`src/rtl/tl_pkg.sv`:
```
// Shared TileLink D-channel definitions: field widths, D opcodes and the beat layout.
package tl_pkg;

    localparam int TL_D_OPCODE_W = 3;
    localparam int TL_PARAM_W    = 2;
    localparam int TL_SIZE_W     = 3;
    localparam int TL_DATA_W     = 64;
    localparam int TL_SOURCE_W   = 6;
    localparam int TL_SINK_W     = 3;

    typedef enum logic [TL_D_OPCODE_W-1:0] {
        D_ACCESS_ACK      = 3'd0,
        D_ACCESS_ACK_DATA = 3'd1,
        D_HINT_ACK        = 3'd2,
        D_GRANT           = 3'd4,
        D_GRANT_DATA      = 3'd5,
        D_RELEASE_ACK     = 3'd6
    } tl_d_opcode_e;

    // Default-width beat; queues with other widths declare a local struct in the same field order.
    typedef struct packed {
        logic                     corrupt;
        logic [TL_DATA_W-1:0]     data;
        logic                     denied;
        logic [TL_SINK_W-1:0]     sink;
        logic [TL_SOURCE_W-1:0]   source;
        logic [TL_SIZE_W-1:0]     size;
        logic [TL_PARAM_W-1:0]    param;
        logic [TL_D_OPCODE_W-1:0] opcode;
    } tl_d_beat_t;

    // Pointer width for a DEPTH-entry ring; a single entry still gets one bit.
    function automatic int ptr_w(input int depth);
        return (depth > 1) ? $clog2(depth) : 1;
    endfunction

endpackage

```
`src/rtl/tl_queue_ptr.sv`:
```
// Wrapping ring pointer: advances on inc, rolls DEPTH-1 -> 0 for any DEPTH.
module tl_queue_ptr
    import tl_pkg::*;
#(
    parameter  int DEPTH = 2,
    localparam int PTR_W = ptr_w(DEPTH)
) (
    input  logic             clock,
    input  logic             reset,
    input  logic             inc,
    output logic [PTR_W-1:0] ptr
);

    localparam logic [PTR_W-1:0] LAST = PTR_W'(DEPTH - 1);

    always_ff @(posedge clock) begin
        if (reset)
            ptr <= '0;
        else if (inc)
            ptr <= (ptr == LAST) ? '0 : ptr + 1'b1;
    end

endmodule

```
`src/rtl/tl_d_flow_queue.sv`:
```
// N-entry TileLink D-channel FIFO with optional empty bypass (FLOW) and full pass-through (PIPE).
module tl_d_flow_queue
    import tl_pkg::*;
#(
    parameter int DEPTH    = 2,
    parameter int FLOW     = 1,
    parameter int PIPE     = 0,
    parameter int DATA_W   = 64,
    parameter int SOURCE_W = 6,
    parameter int SINK_W   = 3
) (
    input  logic                     clock,
    input  logic                     reset,
    output logic                     io_enq_ready,
    input  logic                     io_enq_valid,
    input  logic [TL_D_OPCODE_W-1:0] io_enq_bits_opcode,
    input  logic [TL_PARAM_W-1:0]    io_enq_bits_param,
    input  logic [TL_SIZE_W-1:0]     io_enq_bits_size,
    input  logic [SOURCE_W-1:0]      io_enq_bits_source,
    input  logic [SINK_W-1:0]        io_enq_bits_sink,
    input  logic                     io_enq_bits_denied,
    input  logic [DATA_W-1:0]        io_enq_bits_data,
    input  logic                     io_enq_bits_corrupt,
    input  logic                     io_deq_ready,
    output logic                     io_deq_valid,
    output logic [TL_D_OPCODE_W-1:0] io_deq_bits_opcode,
    output logic [TL_PARAM_W-1:0]    io_deq_bits_param,
    output logic [TL_SIZE_W-1:0]     io_deq_bits_size,
    output logic [SOURCE_W-1:0]      io_deq_bits_source,
    output logic [SINK_W-1:0]        io_deq_bits_sink,
    output logic                     io_deq_bits_denied,
    output logic [DATA_W-1:0]        io_deq_bits_data,
    output logic                     io_deq_bits_corrupt,
    output logic [$clog2(DEPTH+1)-1:0] io_count
);

    localparam int PTR_W  = ptr_w(DEPTH);
    localparam int CNT_W  = $clog2(DEPTH + 1);
    localparam bit FLOW_B = (FLOW != 0);
    localparam bit PIPE_B = (PIPE != 0);

    typedef struct packed {
        logic                     corrupt;
        logic [DATA_W-1:0]        data;
        logic                     denied;
        logic [SINK_W-1:0]        sink;
        logic [SOURCE_W-1:0]      source;
        logic [TL_SIZE_W-1:0]     size;
        logic [TL_PARAM_W-1:0]    param;
        logic [TL_D_OPCODE_W-1:0] opcode;
    } beat_t;

    beat_t            mem [DEPTH];
    beat_t            enq_beat, deq_beat;
    logic [PTR_W-1:0] enq_ptr, deq_ptr;
    logic             maybe_full, ptr_match, empty, full;
    logic             fire_enq, fire_deq, bypass, do_enq, do_deq;
    int               cnt;

    assign enq_beat = '{corrupt: io_enq_bits_corrupt, data: io_enq_bits_data,
                        denied:  io_enq_bits_denied,  sink: io_enq_bits_sink,
                        source:  io_enq_bits_source,  size: io_enq_bits_size,
                        param:   io_enq_bits_param,   opcode: io_enq_bits_opcode};

    assign ptr_match = (enq_ptr == deq_ptr);
    assign empty     = ptr_match & ~maybe_full;
    assign full      = ptr_match &  maybe_full;

    assign io_enq_ready = ~full | (PIPE_B & io_deq_ready);
    assign io_deq_valid = ~empty | (FLOW_B & io_enq_valid);

    assign fire_enq = io_enq_valid & io_enq_ready;
    assign fire_deq = io_deq_valid & io_deq_ready;
    // A beat that flows straight through an empty queue never touches storage.
    assign bypass   = FLOW_B & empty & io_deq_ready;
    assign do_enq   = fire_enq & ~bypass;
    assign do_deq   = fire_deq & ~bypass;

    tl_queue_ptr #(.DEPTH(DEPTH)) u_enq_ptr (
        .clock (clock),
        .reset (reset),
        .inc   (do_enq),
        .ptr   (enq_ptr)
    );

    tl_queue_ptr #(.DEPTH(DEPTH)) u_deq_ptr (
        .clock (clock),
        .reset (reset),
        .inc   (do_deq),
        .ptr   (deq_ptr)
    );

    always_ff @(posedge clock) begin
        if (reset)
            maybe_full <= 1'b0;
        else if (do_enq != do_deq)
            maybe_full <= do_enq;
    end

    // Storage is deliberately left unreset; contents are only observed behind valid.
    always_ff @(posedge clock) begin
        if (do_enq)
            mem[enq_ptr] <= enq_beat;
    end

    assign deq_beat = (FLOW_B && empty) ? enq_beat : mem[deq_ptr];

    assign io_deq_bits_opcode  = deq_beat.opcode;
    assign io_deq_bits_param   = deq_beat.param;
    assign io_deq_bits_size    = deq_beat.size;
    assign io_deq_bits_source  = deq_beat.source;
    assign io_deq_bits_sink    = deq_beat.sink;
    assign io_deq_bits_denied  = deq_beat.denied;
    assign io_deq_bits_data    = deq_beat.data;
    assign io_deq_bits_corrupt = deq_beat.corrupt;

    // Occupancy modulo DEPTH; full is the one case the pointer difference cannot express.
    always_comb begin
        cnt = 0;
        if (full)
            cnt = DEPTH;
        else if (enq_ptr >= deq_ptr)
            cnt = int'(enq_ptr) - int'(deq_ptr);
        else
            cnt = DEPTH + int'(enq_ptr) - int'(deq_ptr);
    end

    assign io_count = CNT_W'(cnt);

endmodule

```
`config.mk`:
```
export PLATFORM = sky130hd
export DESIGN_NAME = tl_d_flow_queue
export DESIGN_NICKNAME = d
export VERILOG_FILES = /design/src/rtl/tl_pkg.sv /design/src/rtl/tl_queue_ptr.sv /design/src/rtl/tl_d_flow_queue.sv
export SDC_FILE = /design/constraint.sdc
export NUM_CORES = 1
export LEC_CHECK = 0
export ABC_AREA = 1
export BUFFER_PORTS_ARGS = -buffer_cell sky130_fd_sc_hd__buf_2
export CAP_MARGIN = 10
export CORE_MARGIN = 3
export CORE_UTILIZATION = 38
export DETAILED_ROUTE_END_ITERATION = 8
export REMOVE_ABC_BUFFERS = 1
export SETUP_SLACK_MARGIN = 0.2
export SLEW_MARGIN = 0
export SYNTH_ARGS = -nofsm -noshare
export SYNTH_HDL_FRONTEND = slang
export SYNTH_SLANG_ARGS = --single-unit
```
`constraint.sdc`:
```
create_clock -name clock -period 6.3 [get_ports clock]
set_input_delay 0.63 -clock clock [delete_from_list [all_inputs] [get_ports clock]]
set_output_delay 0.63 -clock clock [all_outputs]
set_load 0.02 [all_outputs]
```
==> flow_summary.toml <==
[yosys]
synth_top_family_by_area = "compound AO/OA/AOI/OAI gates"
yosysTopAreaCell = "edfxtp_1"
synth.top_cells.by_count = "166 x edfxtp_1, 162 x nand2_1, 122 x o21ai_0"
yosysUniqueCellTypes = 21
ys_ff_latch = 170
ys.flop_type = "edfxtp_1"
synth_top_area_share_pct = 68.6
muxShareOfSynthArea_pct = 0
ys_top_cells_by_area = "edfxtp_1 69%, o21ai_0 8.4%, nand2_1 8.4%, inv_1 4.6%, o21ai_1 2.5%"
synth_edf_count = 166
yosysWarnings = 0
avgSynthCellArea_um2 = 11.2
synthAdderAreaFrac_pct = 0.344
synth_area_mm2 = 0.00727
synth_xor_xnor_area_share_pct = 0
synthCells = 651
yosys.area_share.simple_pct = 9.83
synth_compound_area_share_pct = 12.2
async_reset_ff_share_pct = 0
yosysSeqAreaShare_pct = 69.7
synth.most_common_cell = "edfxtp_1"

[floorplanning]
die_w_um = 144
initial_core_util_pct = 39.5
core_mm2 = 0.0184
die_y_um = 144
rows = 49
ioPinCount = 174
fp.dieArea_mm2 = 0.0208

[global_routing]
antenna_found_initial = 2
grt_pass1_wl_um = 22000
grt_use_total_pct = 13.7
grt_max_degree = 105
grt_overflow_total = 0
grt_pass1_vias = 4368

[run_status]
status = "finished clean"

[power]
sequentialPowerShare_pct = 43.0
vdd_ir_drop_max_mv = 0.295
cell_internal_pwr_uw = 2190
power_switching_uw = 1010
p_sw_share_pct = 31.5
power_frac_clock_pct = 32.2
power.density_mw_per_mm2 = 363
power.share.combinational_pct = 24.8
p_leak_uw = 0.00363

[sta]
period_needed_ns = 3.91
fin_ws_ns = 2.39
fin_crit_sh_pct = 62.1
finalSetupTns_ns = 0
skew_ns = 0.00918
tightest_slew_ns = 1.15
rsz0062_at_grt = "no"
fmax_mhz = 256
finalSetupViolCount = 0
slew_violations = 0
final-hold-violation-count = 0
slew_headroom_pct = 23.4
holdWs_ns = 0.412

[worst_setup_path]
cp-start-kind = "flip-flop"
worstPathCellList = "inv_1 > ha_1 > nand2_2 > inv_4 > buf_4 > nand2_1 > o21ai_0 > buf_2"
cpPeakStageDelay_ns = 0.76
path_max_fanout = 104
required_ns = 5.67
arrival_ns = 3.28
crit_type = "reg2out"
endpoint_kind = "output port"
cp_slowest_cell = "inv_4"

[clock_network]
path_clk_slew_ns = 0.06
h-tree-depth = 4
cts_sinks = 170
cts-root-buf = "clkbuf_16"
cts_hold_buffers = 0
cts_buffer_depth = 2
cts_resized = 0
cts_inserted_buffers = 17
insertion_delay_ns = 0.41
cts_setup_buffers = 0
cts_tree = "done"

[detailed_routing]
wl_um = 14100
drtAntennaViolNets = 0
drt_iter0_drc = 215
wl_per_cell_um = 13.4
vias = 4780
route.detailed.drc = 0
via_per_inst = 4.54
first_pass_iters = 4

[placement]
pre_cts_ws_ns = 2.86
dpl-instance-area_mm2 = 0.00824
dp_hpwl_um = 8940
portBuffers = 173
gp_congestion = 0.752

[layout]
fin_area_mm2 = 0.00882
layout-drive-gt1-share_pct = 27.9
finalNetCount = 900
n_antenna_cell = 0
area_delta_synth_final_pct = 21.4

[worst_hold_path]
min_path_type = "in2reg"

[flow_run]
max_cap_violations = 0
==> worst max-delay path, delay by kind of cell (launching register included) <==
family	cells	cell delay [ns]
DFF	1	0.39
AOI/OAI and AO/OA	1	0.14
and+or+nand+nor	2	0.19
adders and majority gates	1	0.35
buffers and inverters	4	1.72
==> registers in the layout, indices dropped and copies added, names as in the netlist, named ones only <==
register	count
mem	166
maybe_full	1
u_deq_ptr.ptr	1
u_enq_ptr.ptr	1
==> layer usage <==
metal	part of all wire, %	wire length [um]	GRT usage [%]
met4	1.1	161	4.57
met5	0.19	27	0
met2	46	6450	21.7
met1	46	6450	18.1
met3	6.9	969	4.23
==> kinds of logic (layout without fill, tap and decap cells) <==
| group | after synthesis | after routing |
|---|---|---|
| compound gates | 170 | 170 |
| fa+ha+maj | 2 | 2 |
| buf+inv | 128 | 300 |
| flops | 170 | 170 |
| simple gates | 181 | 181 |
==> cell usage in the layout, fill, tap and decap left out, types with 4 or more instances in the layout <==
cell type and n:
o21ai_2 10, o21ai_1 36, edfxtp_1 166, buf_4 4, clkbuf_16 17, buf_2 173, nand2_1 162, clkinv_1 4
o21ai_0 122, inv_1 89, nand2_2 11
==> path summary, 6_finish.rpt <==
kind                                            from             endpoint  slack (ns)  depth (start not counted)
worst max-delay path                   u_enq_ptr.ptr  io_deq_bits_data[3]        2.39                          8
worst max register to register         u_enq_ptr.ptr           mem[0][34]        3.10                          6
worst min register to register            maybe_full           maybe_full        0.51                          2
worst min-delay path            io_enq_bits_data[53]           mem[0][71]        0.41                          1
==> area by class of cell <==
class | instances | area (um2)
Clock buffer | 18 | 429
Clock inverter | 13 | 153
Fill cell | 1692 | 9580
Inverter | 92 | 349
Multi-Input combinational cell | 353 | 1640
Sequential cell | 170 | 5070
Tap cell | 229 | 287
Timing Repair Buffer | 177 | 896
==> power groups by stage <==
stage               clock network, uW  registers, uW  logic [uW]
floorplan                           0           1410         516
global placement                    0           1400         800
detailed placement                  0           1400         805
CTS                              1060           1380         807
global route                     1110           1390         880
finish                           1030           1380         792
==> through the flow <==
step	instances	total power (uW)	utilization, %
after floorplan	615	1930	-
after global placement	1021	2200	44.8
after detailed placement	1021	2210	44.8
after CTS	1052	3240	47.9
after global routing	1052	3370	47.9
final	1052	3200	47.9
Power figures use the tool's default switching activity.
